`src/rtl/hack_pkg.sv`:
```
// hack_pkg: shared arbiter FSM state encoding and default Hack memory widths
package hack_pkg;
  localparam int HACK_AW = 15;
  localparam int HACK_DW = 16;
  typedef enum logic [2:0] {IDLE, CPU_RD, CPU_EX, HOST_IS, HOST_RSP} hack_state_e;
endpackage

```
`src/rtl/hack_mem_arb.sv`:
```
// hack_mem_arb: shares one SRAM between the Hack CPU data port and a host port; define HACK_ARB_STARVE_GUARD_EN to bound host bursts
module hack_mem_arb
  import hack_pkg::*;
#(
  parameter int AW = HACK_AW,
  parameter int DW = HACK_DW,
  parameter int HOST_BURST_MAX = 4
) (
  input  logic          clock,
  input  logic          reset,
  input  logic          run,
  input  logic          host_req,
  input  logic          host_we,
  input  logic [AW-1:0] host_addr,
  input  logic [DW-1:0] host_wdata,
  output logic          host_ack,
  output logic [DW-1:0] host_rdata,
  output logic          host_rvalid,
  input  logic [AW-1:0] cpu_addr,
  input  logic [DW-1:0] cpu_wdata,
  input  logic          cpu_we,
  output logic [DW-1:0] cpu_rdata,
  output logic          cpu_en,
  output logic          mem_wren,
  output logic [AW-1:0] mem_waddr,
  output logic [DW-1:0] mem_wdata,
  output logic [AW-1:0] mem_raddr,
  input  logic [DW-1:0] mem_rdata
);
  hack_state_e state;
  logic [DW-1:0] cpu_rdata_q, host_rdata_q;
  logic starve;
  assign cpu_rdata = state == CPU_EX ? mem_rdata : cpu_rdata_q;
  assign host_rdata = state == HOST_RSP ? mem_rdata : host_rdata_q;
`ifdef HACK_ARB_STARVE_GUARD_EN
  localparam int CW = $clog2(HOST_BURST_MAX + 2);
  logic [CW-1:0] burst;
  assign starve = run && burst == CW'(HOST_BURST_MAX);
  // host grants since the last CPU step, saturating at the burst limit
  always_ff @(posedge clock)
    if (reset || state == CPU_EX) burst <= '0;
    else if (state == IDLE && host_req && !starve && burst != CW'(HOST_BURST_MAX)) burst <= burst + 1'b1;
`else
  assign starve = 1'b0;
`endif
  // arbiter FSM; strobes and SRAM port are registered so they line up with the state they belong to
  always_ff @(posedge clock) begin
    cpu_en <= 1'b0;
    host_ack <= 1'b0;
    host_rvalid <= 1'b0;
    mem_wren <= 1'b0;
    if (reset) begin
      state <= IDLE;
      mem_raddr <= '0;
      mem_waddr <= '0;
      mem_wdata <= '0;
      cpu_rdata_q <= '0;
      host_rdata_q <= '0;
    end else case (state)
      IDLE:
        if (host_req && !starve) begin
          state <= HOST_IS;
          if (host_we) begin
            mem_wren <= 1'b1;
            mem_waddr <= host_addr;
            mem_wdata <= host_wdata;
            host_ack <= 1'b1;
          end else mem_raddr <= host_addr;
        end else if (run) begin
          state <= CPU_RD;
          mem_raddr <= cpu_addr;
        end
      CPU_RD: begin
        state <= CPU_EX;
        cpu_en <= 1'b1;
        if (cpu_we) begin
          mem_wren <= 1'b1;
          mem_waddr <= cpu_addr;
          mem_wdata <= cpu_wdata;
        end
      end
      CPU_EX: begin
        state <= IDLE;
        cpu_rdata_q <= mem_rdata;
      end
      HOST_IS:
        if (mem_wren) state <= IDLE;
        else begin
          state <= HOST_RSP;
          host_ack <= 1'b1;
          host_rvalid <= 1'b1;
        end
      HOST_RSP: begin
        state <= IDLE;
        host_rdata_q <= mem_rdata;
      end
      default: state <= IDLE;
    endcase
  end
endmodule

```
`config.mk`:
```
export PLATFORM = sky130hd
export DESIGN_NAME = hack_mem_arb
export DESIGN_NICKNAME = d
export VERILOG_FILES = /design/src/rtl/hack_pkg.sv /design/src/rtl/hack_mem_arb.sv
export SDC_FILE = /design/constraint.sdc
export NUM_CORES = 1
export LEC_CHECK = 0
export ABC_CLOCK_PERIOD_IN_PS = 2100
export BUFFER_PORTS_ARGS = -buffer_cell sky130_fd_sc_hd__buf_2
export CAP_MARGIN = 20
export CORE_AREA = 10 10 149 82
export CTS_BUF_LIST = sky130_fd_sc_hd__clkbuf_8 sky130_fd_sc_hd__clkbuf_16
export DETAILED_ROUTE_END_ITERATION = 10
export DIE_AREA = 0 0 159 92
export PLACE_DENSITY = 0.65
export SETUP_SLACK_MARGIN = 0.02
export SYNTH_ARGS = -nofsm -noshare
export SYNTH_HDL_FRONTEND = slang
export SYNTH_SLANG_ARGS = --single-unit
```
`constraint.sdc`:
```
create_clock -name clock -period 2.1 [get_ports clock]
set_clock_uncertainty 0.1 [all_clocks]
set_input_delay 0.42 -clock clock [delete_from_list [all_inputs] [get_ports clock]]
set_output_delay 0.42 -clock clock [all_outputs]
set_load 0.03 [all_outputs]
```
# Word-level counts from Yosys, hierarchy flattened
# Index checks and enable logic that the tools add are counted.
word_totals:
  regBits: 85
  input_bits: 84
  out_inout_bits: 82
op_classes:
  n_mux: 24
  eq_ne: 9
  n_bitwise: 1
  n_reduce_logical: 6
ops:
  columns: ["operator", "count"]
  rows:
  - ["$mux 15", 6]
  - ["$mux 16", 5]
  - ["$pmux 16 s2", 1]
  - ["$pmux 15 s2", 1]
  - ["$mux 3", 3]
  - ["$pmux 3 s3", 1]
  - ["$ne 2x2->1 const B", 4]
  - ["$eq 3x2->1 const B", 2]
  - ["$mux 1", 5]
  - ["$pmux 1 s2", 2]
  - ["$reduce_and 4->1", 1]
  - ["$reduce_bool 2->1", 2]
  - ["$eq 3x1->1 const B", 1]
  - ["$eq 3x3->1 const B", 1]
  - ["$logic_not 3->1", 1]
  - ["$ne 3x3->1 const B", 1]
  - ["$reduce_and 3->1", 1]
  - ["$reduce_or 2->1", 1]
  - ["$not 1->1", 1]

# Logic depth before layout (Yosys ltp)
# Gate-level depths: netlist of run 1.
logic_depth:
  depth_word: 3
  mapped_depth: 6

# Worst setup path before layout of run 1
# No wires, ideal clock.
synth_timing:
  path_kind: "register -> output"
  startpoint: "register state[0]"
  endpoint: "output host_rdata[10]"
  stages_incl_launch_ff: 5
  slack_ns: 0.138
  n_path_buf: 2
  arrival_ns: 1.442
  t_required_ns: 1.580
  cell_sequence: "dfxtp_1 buf_6 nor3b_2 buf_6 mux2_2"
synth_between:
  elab_chain_cells: 2
synth_lines:
  columns: ["element", "line", "source"]
  rows:
  - ["start, declared", "hack_mem_arb.sv:30", "hack_state_e state;"]
  - ["start signal, assigned", "hack_mem_arb.sv:53", "state <= IDLE;"]
  - ["start signal, assigned", "hack_mem_arb.sv:62", "state <= HOST_IS;"]
  - ["start signal, assigned", "hack_mem_arb.sv:70", "state <= CPU_RD;"]
  - ["$eq 3x3->1", "hack_mem_arb.sv:34", "assign host_rdata = state == HOST_RSP ? mem_rdata : host_rdata_q;"]
  - ["$mux 16", null, null]
  - ["end, declared", "hack_mem_arb.sv:17", "output logic [DW-1:0] host_rdata,"]
# No other way between the ends.

# Worst setup path in the final report of run 1
layout_timing:
  startpoint: "register state[2]"
  endpoint: "output host_rdata[6]"
# The elaborated chain is that of the path after synthesis.

==> impl_metrics.yaml, run 1 <==
status:
  outcome: "finished, violations left"
  violations: "setup timing"
clock_network:
  cts_tree: "done"
  cts-root-to-sink-buffers: 2
  path_clk_slew_ps: 60
  htreeDepth: 3
  clk_latency_ps: 330
  clockRootBuffer: "clkbuf_16"
  holdBufCountCts: 0
  clkSinkCount: 85
  cts-buffers-inserted: 9
finish:
  final_cells: 704
  synthToLayoutAreaGrowth_pct: 46.4
  n_fill_cell: 849
  num-nets-final: 642
  finish.utilization_pct: 56.2
  drive_above_1_share_pct: 46.9
setup_path:
  crit_required_ps: 1580
  crit_path_start_kind: "flop"
  path_class: "reg -> out"
  reg2regPathDepth: 5
  r2r-start: "state[2]$_SDFFE_PP0P_"
  endpoint_kind: "output port"
  crit_start: "state[2]$_SDFFE_PP0P_"
  crit_end: "host_rdata[6]"
  rrSetupSlack_ps: 330
  r2r-end: "mem_wdata[4]$_SDFFE_PP0P_"
  critPathArrivalTime_ps: 1680
  path_max_fanout: 8
timing:
  slew_headroom_pct: 66.3
  setup_viol: 32
  report.final.slew_viol_count: 0
  layout_setup_ws_ps: -103
  period_share_pct: 105
  setup_tns_ps: -2150
  hold_viol: 0
  period_needed_ps: 2200
  fmax_mhz: 454
  rsz0062_at_grt: "yes"
  tightest_slew_ps: 505
drt:
  wl_per_cell_um: 19.7
  vias: 3653
  viasPerCell: 5.19
  dr.first_iter.drc_count: 242
  wl_um: 13900
  postRouteAntennaNets: 0
  firstDrtPassIters: 5
  drc_errors: 0
die:
  initial_core_util_pct: 38.4
  die_area_sq_um: 14600
  core_area_sq_um: 9790
  rows: 26
  io_pins: 166
  fp.dieH_um: 92
  die_w_um: 159
global_routing:
  grtUsageMet1_pct: 23.7
  grt_util_met3_pct: 6.20
  met2_usage_pct: 29.4
  grtUsageTotal_pct: 18.4
  grt_pass1_wl_um: 22000
  grt_antenna_before_repair: 2
  grt_max_degree: 49
  busiest_layer: "met2"
  grt-ovfl-total: 0
  grt_pass1_vias: 3918
yosys:
  ys_types: 29
  netlist_area_sq_um: 3760
  synth_largest_area_cell: "dfxtp_1"
  synth_top_area_share_pct: 45.2
  synth_seq_cells: 85
  synth_area_leaders: "dfxtp_1, mux2_2, a221oi_1"
  ys_warn_count: 0
  syn-mean-instance-area_sq_um: 9.62
  synth_nets: 475
  syn-instance-count: 391
  synth-seq-area-share_pct: 45.2
power_and_ir_drop:
  combPwrFrac_pct: 24.3
  clockPowerShare_pct: 38.2
  seqPwrFrac_pct: 37.5
  p_int_mw: 3.37
  sw_frac_of_total_pct: 30.0
  power_density_nw_per_um2: 873
  p_switching_mw: 1.44
  vdd_ir_drop_max_mv: 0.407
  leakagePower_nw: 2.47
  power.total_mw: 4.81
job:
  max_cap_violations: 0
place:
  dp_hpwl_um: 9690
  io_buffers: 165
  dp_worst_setup_slack_ps: 120
  gp_congestion: 0.857
  place_inst: 676
min_path:
  hold_class: "in -> reg"
## cell usage after synthesis
| cell type | instances |
|---|---|
| nor4b_1 | 2 |
| or3_1 | 1 |
| a211oi_1 | 30 |
| buf_6 | 6 |
| clkbuf_1 | 24 |
| nand3b_1 | 1 |
| nor2_1 | 2 |
| nand2_1 | 1 |
| nor3b_4 | 1 |
| buf_2 | 4 |
| nor3b_2 | 1 |
| nand2b_1 | 3 |
| buf_1 | 2 |
| a21o_4 | 1 |
| buf_4 | 1 |
| nor3_1 | 2 |
| a21oi_1 | 31 |
| mux2_1 | 2 |
| or2_2 | 1 |
| a21o_1 | 1 |
| nor2b_1 | 32 |
| a31o_2 | 1 |
| o21a_1 | 1 |
| o21ai_0 | 31 |
| a221oi_1 | 31 |
| inv_1 | 47 |
| dfxtp_1 | 85 |
| mux2_2 | 45 |
| nor4_1 | 1 |
## power by group through the flow
stage               sequential [mW]  clock, mW  combinational, mW
finish                         1.80       1.84               1.17
global route                   1.81       1.95               1.25
CTS                            1.80       1.88               1.15
detailed placement             1.83          0               1.04
global placement               1.83          0               1.02
floorplan                      2.02          0              0.503
## metrics by stage
step	cell area, sq um	hold slack, ps
after CTS	5500	231
final	5510	248
after floorplan	3760	412
after detailed placement	4720	345
after global routing	5510	264
after global placement	4720	340
## routing by layer
metal / share of wire [%] / vias up
li1: - / 1725
met1: 46 / 1765
met2: 46 / 141
met3: 7.0 / 20
met4: 1.1 / 2
met5: 0.058 / -
## cell families (layout without fill, tap and decap cells)
kind of cell / after synthesis / count (layout) / synth area share [%]
mux: 47 / 47 / 14.1
simple gates: 48 / 48 / 8.38
flops: 85 / 85 / 45.2
compound gates: 127 / 127 / 22.5
other cells: 0 / 1 / 0
buf+inv: 84 / 256 / 9.81
## cell type report
type	count	area (sq um)	area share [%]
Timing Repair Buffer	193	1280	23.2
Multi-Input combinational cell	222	1820	33.0
Clock buffer	9	225	4.09
Tap cell	140	175	3.18
Sequential cell	85	1710	31.1
Inverter	47	176	3.20
Clock inverter	7	120	2.18
Antenna cell	1	2.50	0.0455
## repair_timing
| action | CTS | global route |
|---|---|---|
| setup endpoints to repair | 32 | 32 |
| pin swaps | 2 | 1 |
| hold endpoints to repair | 0 | 0 |
| buffers inserted | 8 | 2 |
| cloned | 2 | 0 |
| gates resized for setup | 107 | 4 |
## how the worst min path moves through the flow
stage                                           from                         end  slack (ps)  cells past startpoint
after floorplan                                reset      host_rvalid$_SDFF_PP0_         410                      1
after global placement     mem_raddr[8]$_SDFFE_PP0P_   mem_raddr[8]$_SDFFE_PP0P_         340                      2
after detailed placement  mem_raddr[12]$_SDFFE_PP0P_  mem_raddr[12]$_SDFFE_PP0P_         340                      2
after CTS                                        run       state[0]$_SDFFE_PP0P_         230                      2
after global routing                           reset      host_rvalid$_SDFF_PP0_         260                      2
final                                          reset      host_rvalid$_SDFF_PP0_         250                      2
## worst max-delay path: stages (launching register included)
cell,delay (ps)
dfxtp_4,370
nor3b_4,210
buf_4,150
buf_12,140
mux2_4,320
buf_6,140
## state kept, by name, summed over array words and instances (netlist names)
signal and flops:
cpu_rdata_q 16, host_rdata_q 16, mem_wdata 16, mem_raddr 15
mem_waddr 15, state 3, cpu_en 1, host_ack 1
host_rvalid 1, mem_wren 1
## layout by cell type (no fill, tap or decap), types with 3 or more instances in the layout
cell type and instances:
buf_2 133, dfxtp_1 82, inv_1 47, buf_6 36, mux2_4 32, nor2b_1 32
a21oi_1 31, o21ai_0 31, a221oi_1 31, a211oi_1 30, buf_4 22, mux2_2 15
clkbuf_16 9, nand2b_1 3, bufinv_16 3, dfxtp_4 3
Power figures use the tool's default switching activity.
==> inputs of run 2 (changes only) <==
- CORE_AREA: 10 10 149 82 -> 10 10 138 77
- DIE_AREA: 0 0 159 92 -> 0 0 148 87
- PLACE_DENSITY: 0.65 -> 0.75
==> impl_metrics.yaml, run 2 (synthesized netlist as in run 1, its figures left out) <==
finish:
  final_cell_mix: "buf_2, dfxtp_1, inv_1"
  top_regs: "cpu_rdata_q x16, host_rdata_q x16, mem_wdata x16"
  drive_above_1_share_pct: 46.4
  n_fill_cell: 674
  num-nets-final: 640
  synthToLayoutAreaGrowth_pct: 44.3
  layout_commonest_cell: "buf_2"
  num_antenna_cells: 0
power_and_ir_drop:
  leakagePower_nw: 2.44
  power_density_nw_per_um2: 860
  vdd_ir_drop_max_mv: 0.436
  power.total_mw: 4.67
timing:
  slew_headroom_pct: 59.1
  fmax_mhz: 458
  report.final.slew_viol_count: 0
  tightest_slew_ps: 605
  period_share_pct: 104
  rsz0062_at_grt: "yes"
  holdWs_ps: 210
  period_needed_ps: 2180
  hold_viol: 0
  layout_setup_ws_ps: -81.7
  setup_viol: 32
die:
  io_pins: 166
  core_area_sq_um: 8350
  initial_core_util_pct: 45.1
  rows: 24
  die_w_um: 148
  die_area_sq_um: 12900
  fp.dieH_um: 87
setup_path:
  critPathArrivalTime_ps: 1660
  rrSetupSlack_ps: 230
  crit_chain: "nor3b_4, buf_6, mux2_4, buf_6"
  path_class: "reg -> out"
  max_stage_delay_ps: 370
  cpMostUsedCell: "buf_6"
  crit_path_start_kind: "flop"
  path_max_fanout: 8
  endpoint_kind: "output port"
  crit_required_ps: 1580
  crit_path_top_delay_cell: "dfxtp_4"
global_routing:
  busiest_layer: "met2"
  grt_pass1_vias: 3778
  grtUsageTotal_pct: 20.9
  grt_pass1_wl_um: 21300
  grtUsageMet1_pct: 25.0
  grt_util_met3_pct: 7.88
  grt_max_degree: 33
  grt-ovfl-total: 0
  grt_antenna_before_repair: 0
  met2_usage_pct: 35.0
min_path:
  hold_class: "in -> reg"
clock_network:
  holdBufCountCts: 0
  clk_latency_ps: 330
  cts-root-to-sink-buffers: 2
  htreeDepth: 3
  path_clk_slew_ps: 60
  cts-buffers-inserted: 9
  clockRootBuffer: "clkbuf_16"
  cts_tree: "done"
  clkSinkCount: 85
drt:
  dr.first_iter.drc_count: 258
  firstDrtPassIters: 5
  wl_um: 13900
  drc_errors: 0
  postRouteAntennaNets: 0
  vias: 3664
  wl_per_cell_um: 20.6
  viasPerCell: 5.41
place:
  dp_hpwl_um: 9210
  io_buffers: 165
  gp_congestion: 0.783
status:
  violations: "setup timing"
  outcome: "finished, violations left"
job:
  max_cap_violations: 0
-- run 2: routing by layer --
metal / part of all wire (%) / wire (um)
met4: 0.80 / 111
met2: 48 / 6720
met5: 0 / 0
met1: 41 / 5750
met3: 9.8 / 1370
-- run 2: final timing paths --
kind | endpoint | from | cells after the start
max | cpu_rdata[8] | state[1]$_SDFFE_PP0P_ | 4
min | state[0]$_SDFFE_PP0P_ | run | 2
max reg2reg | mem_wdata[6]$_SDFFE_PP0P_ | state[0]$_SDFFE_PP0P_ | 5
min reg2reg | mem_raddr[3]$_SDFFE_PP0P_ | mem_raddr[3]$_SDFFE_PP0P_ | 2
-- run 2: what timing repair did --
action | 4_1_cts | 5_1_grt
resized for setup | 108 | 2
setup buffers | 9 | 2
endpoints found under the setup margin | 32 | 32
cloned | 2 | 0
pin swaps | 2 | 1
-- run 2: through the flow --
stage | instance area, sq um | util [%] | instances | setup slack, ps | TNS (ps)
2_1_floorplan | 3760 | - | 391 | 138 | 0
3_3_place_gp | 4700 | 56.3 | 652 | 200 | 0
3_5_place_dp | 4700 | 56.3 | 652 | 133 | 0
4_1_cts | 5480 | 65.7 | 678 | -88.9 | -2070
5_1_grt | 5430 | 65.0 | 677 | -125 | -3150
6_report | 5430 | 65.0 | 677 | -81.7 | -1610
-- run 2: where the power goes --
group          internal [mW]  total [mW]  switching [mW]
logic                  0.452        1.16           0.711
registers               1.74        1.80          0.0627
clock network           1.06        1.70           0.643
total                   3.25        4.67            1.42
-- run 2: final cells by class --
class	count	area, sq um	area share (%)
clock buffers	10	239	4.40
clock inverters	5	76.3	1.41
inverters	47	176	3.25
multi-input cells	222	1820	33.5
flip-flops and latches	85	1710	31.6
well taps	117	146	2.70
repair buffers	191	1260	23.2
-- run 2: worst max-delay path: cells and delay by family (launching register included) --
family	cells	cell delay [ps]
mux	1	340
flops	1	370
simple gates	1	250
buf+inv	2	360
